File: src/rtl/potential_decay_unit_pkg.sv
// Shared constants and types for the potential decay unit.
//   INPUT_W   : adder operand width
//   PW        : membrane potential width (adder sum width)
//   LEAK_W    : leak amount width
//   PERIOD_W  : leak period / timer width
//   REFRACT_W : refractory counter width
//   pdu_state_e : RUN / REFRACT
package potential_decay_unit_pkg;
  localparam int INPUT_W   = 14;
  localparam int PW        = INPUT_W + 2;
  localparam int LEAK_W    = 8;
  localparam int PERIOD_W  = 16;
  localparam int REFRACT_W = 4;

  typedef enum logic {
    RUN     = 1'b0,
    REFRACT = 1'b1
  } pdu_state_e;
endpackage

File: src/rtl/potential_decay_unit_if.sv
// Valid/ready sum stream from the carry-save adder into the decay unit.
//   valid : sum is valid this cycle (master drives)
//   ready : consumer accepts this cycle (slave drives)
//   sum   : unsigned adder output, p_pw bits
interface potential_decay_unit_if
  import potential_decay_unit_pkg::*;
#(
  parameter int p_pw = PW
) ();
  logic            valid;
  logic            ready;
  logic [p_pw-1:0] sum;

  modport master (output valid, output sum, input  ready);
  modport slave  (input  valid, input  sum, output ready);
endinterface

File: src/rtl/pdu_leak_timer.sv
// Leak period counter.
//   i_clk, i_rst_n : clock, async active-low reset
//   i_hold         : freeze the count and suppress leak events
//   i_clr          : force the count to 0 (wins over everything)
//   i_period       : cycles between leak events, 0 disables leaking
//   o_leak         : leak event this cycle (combinational)
module pdu_leak_timer
  import potential_decay_unit_pkg::*;
#(
  parameter int p_period_width = PERIOD_W
) (
  input  logic                      i_clk,
  input  logic                      i_rst_n,
  input  logic                      i_hold,
  input  logic                      i_clr,
  input  logic [p_period_width-1:0] i_period,
  output logic                      o_leak
);
  logic [p_period_width-1:0] timer;

  // timer >= period-1, written as timer+1 >= period in one extra bit so
  // no subtraction can wrap. A >= rather than == means a lowered period
  // triggers on the very next cycle instead of waiting for a wrap.
  always_comb begin
    o_leak = !i_hold && (i_period != '0) &&
             (({1'b0, timer} + 1'b1) >= {1'b0, i_period});
  end

  always_ff @(posedge i_clk or negedge i_rst_n) begin
    if (!i_rst_n)     timer <= '0;
    else if (i_clr)   timer <= '0;
    else if (i_hold)  timer <= timer;
    else if (o_leak)  timer <= '0;
    else              timer <= timer + 1'b1;
  end
endmodule

File: src/rtl/potential_decay_unit.sv
// Membrane potential integrator with periodic linear leak, threshold fire
// and refractory stall.
//   i_clk, i_rst_n : clock, async active-low reset
//   in_bus         : slave side of the adder sum stream (valid/ready/sum)
//   i_leak         : amount subtracted on each leak event
//   i_period       : cycles between leak events, 0 = leak disabled
//   i_threshold    : fire threshold, 0 = firing disabled
//   i_refract      : refractory length in cycles
//   o_potential    : potential register
//   o_spike        : one-cycle fire pulse
//   o_sat          : one-cycle pulse when an add clipped at max
module potential_decay_unit
  import potential_decay_unit_pkg::*;
#(
  parameter int p_input_width   = INPUT_W,
  parameter int p_leak_width    = LEAK_W,
  parameter int p_period_width  = PERIOD_W,
  parameter int p_refract_width = REFRACT_W
) (
  input  logic                       i_clk,
  input  logic                       i_rst_n,
  potential_decay_unit_if.slave      in_bus,
  input  logic [p_leak_width-1:0]    i_leak,
  input  logic [p_period_width-1:0]  i_period,
  input  logic [p_input_width+1:0]   i_threshold,
  input  logic [p_refract_width-1:0] i_refract,
  output logic [p_input_width+1:0]   o_potential,
  output logic                       o_spike,
  output logic                       o_sat
);
  localparam int W = p_input_width + 2;
  // Max potential as a PW+2 signed value for the overflow compare.
  localparam logic signed [W+1:0] POT_MAX = {2'b00, {W{1'b1}}};

  pdu_state_e                 state;
  logic [p_refract_width-1:0] rcnt;
  logic                       run, accept, leak, fire, over;
  logic signed [W+1:0]        add_term, sub_term, raw;
  logic [W-1:0]               clamped;

  assign run          = (state == RUN);
  assign in_bus.ready = run;
  assign accept       = in_bus.valid & run;

  pdu_leak_timer #(.p_period_width(p_period_width)) u_timer (
    .i_clk    (i_clk),
    .i_rst_n  (i_rst_n),
    .i_hold   (!run),
    .i_clr    (run & fire),
    .i_period (i_period),
    .o_leak   (leak)
  );

  // Two guard bits: the top one keeps the sum signed so an underflow is
  // visible, the next holds the carry of pot + sum.
  always_comb begin
    add_term = accept ? $signed({2'b00, in_bus.sum}) : '0;
    sub_term = leak   ? $signed((W+2)'(i_leak))      : '0;
    raw      = $signed({2'b00, o_potential}) + add_term - sub_term;
    over     = (raw > POT_MAX);
    if (raw[W+1])  clamped = '0;
    else if (over) clamped = '1;
    else           clamped = raw[W-1:0];
    fire = (i_threshold != '0) && (clamped >= i_threshold);
  end

  always_ff @(posedge i_clk or negedge i_rst_n) begin
    if (!i_rst_n) begin
      state       <= RUN;
      rcnt        <= '0;
      o_potential <= '0;
      o_spike     <= 1'b0;
      o_sat       <= 1'b0;
    end else begin
      o_spike <= 1'b0;
      o_sat   <= 1'b0;
      case (state)
        RUN: begin
          o_sat <= over;
          if (fire) begin
            o_potential <= '0;
            o_spike     <= 1'b1;
            // Loading refract-1 and leaving at 0 gives exactly i_refract
            // stalled cycles.
            if (i_refract != '0) begin
              state <= REFRACT;
              rcnt  <= i_refract - 1'b1;
            end
          end else begin
            o_potential <= clamped;
          end
        end
        REFRACT: begin
          if (rcnt == '0) state <= RUN;
          else            rcnt  <= rcnt - 1'b1;
        end
        default: state <= RUN;
      endcase
    end
  end
endmodule

File: src/flat_wrapper.sv
// flat-port wrapper written by rule: the top's interface ports become plain ports
module potential_decay_unit_flat import potential_decay_unit_pkg::*;
#(
  parameter int p_input_width   = INPUT_W,
  parameter int p_leak_width    = LEAK_W,
  parameter int p_period_width  = PERIOD_W,
  parameter int p_refract_width = REFRACT_W
)
  (i_clk, i_rst_n, i_leak, i_period, i_threshold, i_refract, o_potential, o_spike, o_sat, in_bus_valid, in_bus_sum, in_bus_ready);
  potential_decay_unit_if #(.p_pw(PW)) in_bus_i ();
  input  logic i_clk;
  input  logic i_rst_n;
  input  logic [p_leak_width-1:0] i_leak;
  input  logic [p_period_width-1:0] i_period;
  input  logic [p_input_width+1:0] i_threshold;
  input  logic [p_refract_width-1:0] i_refract;
  output logic [p_input_width+1:0] o_potential;
  output logic o_spike;
  output logic o_sat;
  input wire logic [$bits(in_bus_i.valid)-1:0] in_bus_valid;
  input wire logic [$bits(in_bus_i.sum)-1:0] in_bus_sum;
  output wire logic [$bits(in_bus_i.ready)-1:0] in_bus_ready;
  assign in_bus_i.valid = in_bus_valid;
  assign in_bus_i.sum = in_bus_sum;
  assign in_bus_ready = in_bus_i.ready;
  potential_decay_unit #(.p_input_width(p_input_width), .p_leak_width(p_leak_width), .p_period_width(p_period_width), .p_refract_width(p_refract_width)) u_core (.i_clk(i_clk), .i_rst_n(i_rst_n), .in_bus(in_bus_i), .i_leak(i_leak), .i_period(i_period), .i_threshold(i_threshold), .i_refract(i_refract), .o_potential(o_potential), .o_spike(o_spike), .o_sat(o_sat));
endmodule
File: config.mk
export PLATFORM = sky130hd
export DESIGN_NAME = potential_decay_unit_flat
export DESIGN_NICKNAME = d
export VERILOG_FILES = /design/src/rtl/potential_decay_unit_pkg.sv /design/src/rtl/potential_decay_unit_if.sv /design/src/rtl/pdu_leak_timer.sv /design/src/rtl/potential_decay_unit.sv /design/src/flat_wrapper.sv
export SDC_FILE = /design/constraint.sdc
export NUM_CORES = 1
export LEC_CHECK = 0
export BUFFER_PORTS_ARGS = -buffer_cell sky130_fd_sc_hd__buf_4
export CORE_UTILIZATION = 44
export DETAILED_ROUTE_END_ITERATION = 8
export GPL_ROUTABILITY_DRIVEN = 0
export PLACE_DENSITY = 0.72
export SLEW_MARGIN = 15
export SYNTH_ARGS = -nofsm -noshare
export SYNTH_HDL_FRONTEND = slang
export SYNTH_SLANG_ARGS = --single-unit
File: constraint.sdc
create_clock -name i_clk -period 8.43 [get_ports i_clk]
set_clock_uncertainty 0.15 [all_clocks]
set_input_delay 1.2645 -clock i_clk [delete_from_list [all_inputs] [get_ports i_clk]]
set_output_delay 1.2645 -clock i_clk [all_outputs]
set_load 0.01 [all_outputs]
==> results.json <==
{
  "status": "completed",
  "synth_simple_gate_area_share_pct": 20.9,
  "synth.ff_latch_count": 39,
  "core.rowCount": 36,
  "instances_no_fill": 761,
  "vias": 4128,
  "slowest_delay_ns": 0.52,
  "vias_per_cell": 5.42,
  "hold_buffers": 0,
  "avgSynthCellArea_um2": 8.09,
  "crit_top_cell": "and3_1",
  "fmax_mhz": 127,
  "synthTopCellsByArea": "dfrtp_1 (22%), ha_1 (17%), inv_1 (7.3%)",
  "r2r_end": "u_core.rcnt[0]",
  "postRouteAntennaNets": 0,
  "clk_pin_slew_ns": 0.09,
  "numCtsBuffers": 5,
  "fin_crit_sh_pct": 93.5,
  "synth.distinct_cells": 68,
  "die_h_um": 102,
  "worst_pin_slew_ns": 0.989,
  "setup_viol": 0,
  "diodes": 0,
  "crit_type": "flop to flop",
  "die_width_um": 102,
  "maxCapViolations": 0,
  "root_buffer": "clkbuf_8",
  "slew_headroom_pct": 33.7,
  "min_path_cells": 2,
  "layout-drive-gt1-share_pct": 20.4,
  "firstDrtPassIters": 4,
  "startpoint": "u_core.u_timer.timer[2]",
  "crit_path_end_kind": "flop",
  "synthXorXnorAreaFrac_pct": 4.78,
  "grt_max_degree": 40,
  "cts_max_level": 2,
  "synth_top_family_by_area": "compound AO/OA/AOI/OAI gates",
  "yosys.area.top_type": "dfrtp_1",
  "grt_pass1_vias": 4018,
  "synthCells": 543,
  "crit_slowest_cell": "fa_1",
  "ios": 82,
  "worst-r2r-setup-slack_ns": 0.55,
  "yosysWarnings": 0,
  "synth_mux_area_share_pct": 1.40,
  "dp_hpwl_mm": 8.89,
  "crit_fanout": 11,
  "synthAdderAreaFrac_pct": 20.4,
  "coreArea_mm2": 0.00973,
  "cp_data_arrival_time_ns": 7.92,
  "drcViolationCount": 0,
  "async_flop_share_pct": 100,
  "wire_per_inst_um": 14.7,
  "hold_viol": 0,
  "initial_utilization_pct": 45.2,
  "finalWorstPathRequiredPeriod_ns": 7.88,
  "mostFrequentLayoutCell": "buf_4",
  "grt_overflow": 0,
  "synth_fp_nets": 673,
  "dieArea_mm2": 0.0104,
  "fin_nets": 758,
  "hold_end": "u_core.u_timer.timer[13]",
  "dr.first_iter.drc_count": 125,
  "place_inst": 751,
  "cts_tree": "yes",
  "clk_latency_ns": 0.30,
  "synth_ff_type": "dfrtp_1",
  "ys_seq_area_share_pct": 22.2,
  "r2r-start": "u_core.u_timer.timer[2]",
  "grt_use_total_pct": 22.4,
  "drv_slew": 0,
  "port_buffers": 81,
  "synth_top_area_share_pct": 22.2,
  "r2r_cells": 34,
  "grt_pass1_wl_mm": 18.4,
  "antenna_found_initial": 0,
  "synth_edf_count": 0,
  "fin_util_pct": 54.6,
  "wl_mm": 11.2,
  "synth-compound-area-share_pct": 21.5,
  "critPathLaunchType": "flop",
  "synthToLayoutAreaGrowth_pct": 21.0,
  "hold_class": "flop to flop",
  "min_from": "u_core.u_timer.timer[13]",
  "cp.required_ns": 8.47,
  "cts_buffer_depth": 2,
  "cts.sinks": 39,
  "final_cell_mix": "buf_4 (90), inv_1 (85), ha_1 (59)",
  "syn_area_mm2": 0.00439
}
-- cells by family (layout without fill, tap and decap cells) --
family | Yosys count | in the layout
and+or+nand+nor | 181 | 181
buffers and inverters | 98 | 183
DFF | 39 | 39
xor gates and xnor gates | 24 | 24
muxes | 6 | 6
AOI/OAI and AO/OA | 128 | 128
adders and majority gates | 67 | 67
-- final cells by class --
| class | count | area [µm²] |
|---|---|---|
| clock inverter | 2 | 37.5 |
| timing repair buffer | 90 | 676 |
| clock buffer | 5 | 68.8 |
| fill | 933 | 4410 |
| multi-input combinational | 406 | 3070 |
| inverter | 86 | 323 |
| tap | 133 | 166 |
| sequential | 39 | 977 |
-- per-stage QoR --
step	worst slack (ns)	instance area (µm²)	setup TNS [ns]	hold WS [ns]
6_report	0.550	5320	0	0.385
5_1_grt	-0.00673	5320	-0.0134	0.414
3_5_place_dp	0.144	5150	0	0.365
2_1_floorplan	1.26	4390	0	0.342
4_1_cts	0.101	5260	0	0.387
3_3_place_gp	0.482	5150	0	0.363
-- worst max-delay path: cells and delay by family (launching register included) --
family	cells	cell delay, ns
and+or+nand+nor	12	2.17
DFF	1	0.43
muxes	1	0.34
xor gates and xnor gates	1	0.21
adders and majority gates	4	1.39
AOI/OAI and AO/OA	12	2.57
buffers and inverters	4	0.50
-- metal layers --
metal  global-route usage (%)  up-vias  wire (µm)
met5                        0        -          0
met4                     5.38        0        138
met3                     2.67       11        605
met2                     40.8      127       5530
met1                     28.1     1922       4940
li1                         -     2068          -
-- flip-flops by register name, indices dropped and copies added, names as in the netlist --
signal and cells:
u_core.o_potential 16, u_core.o_sat 1, u_core.o_spike 1, u_core.rcnt 4, u_core.state 1, u_core.u_timer.timer 16
-- worst max-delay path by stage --
| stage | to | slack [ns] | cells after the start |
|---|---|---|---|
| detailed placement | u_core.rcnt[0] | 0.14 | 32 |
| CTS | u_core.rcnt[0] | 0.10 | 32 |
| global placement | u_core.rcnt[0] | 0.48 | 32 |
| floorplan | u_core.rcnt[0] | 1.26 | 30 |
| global route | u_core.o_potential[3] | -0.007 | 35 |
| finish | u_core.rcnt[0] | 0.55 | 34 |
-- Yosys cell counts (6+ instances only) --
library cell and number:
a211oi_1 9, a21o_1 12, a21oi_1 21, a22o_1 6, and3_1 14, clkbuf_1 7
dfrtp_1 39, fa_1 8, ha_1 59, inv_1 85, nand2_1 52, nand3_1 16
nand4_1 6, nor2_1 47, nor3_1 7, nor4_1 10, o21ai_0 27, o22ai_2 9
xnor2_1 14, xor2_1 10
-- what timing repair did --
item	4_1_cts	5_1_grt
setup endpoints to repair	0	37
setup buffers	0	3
gates resized for setup	0	7
Power is left out: the tool's default activity adds up to more than one toggle a clock period on the data nets, which glitch-free logic cannot reach.
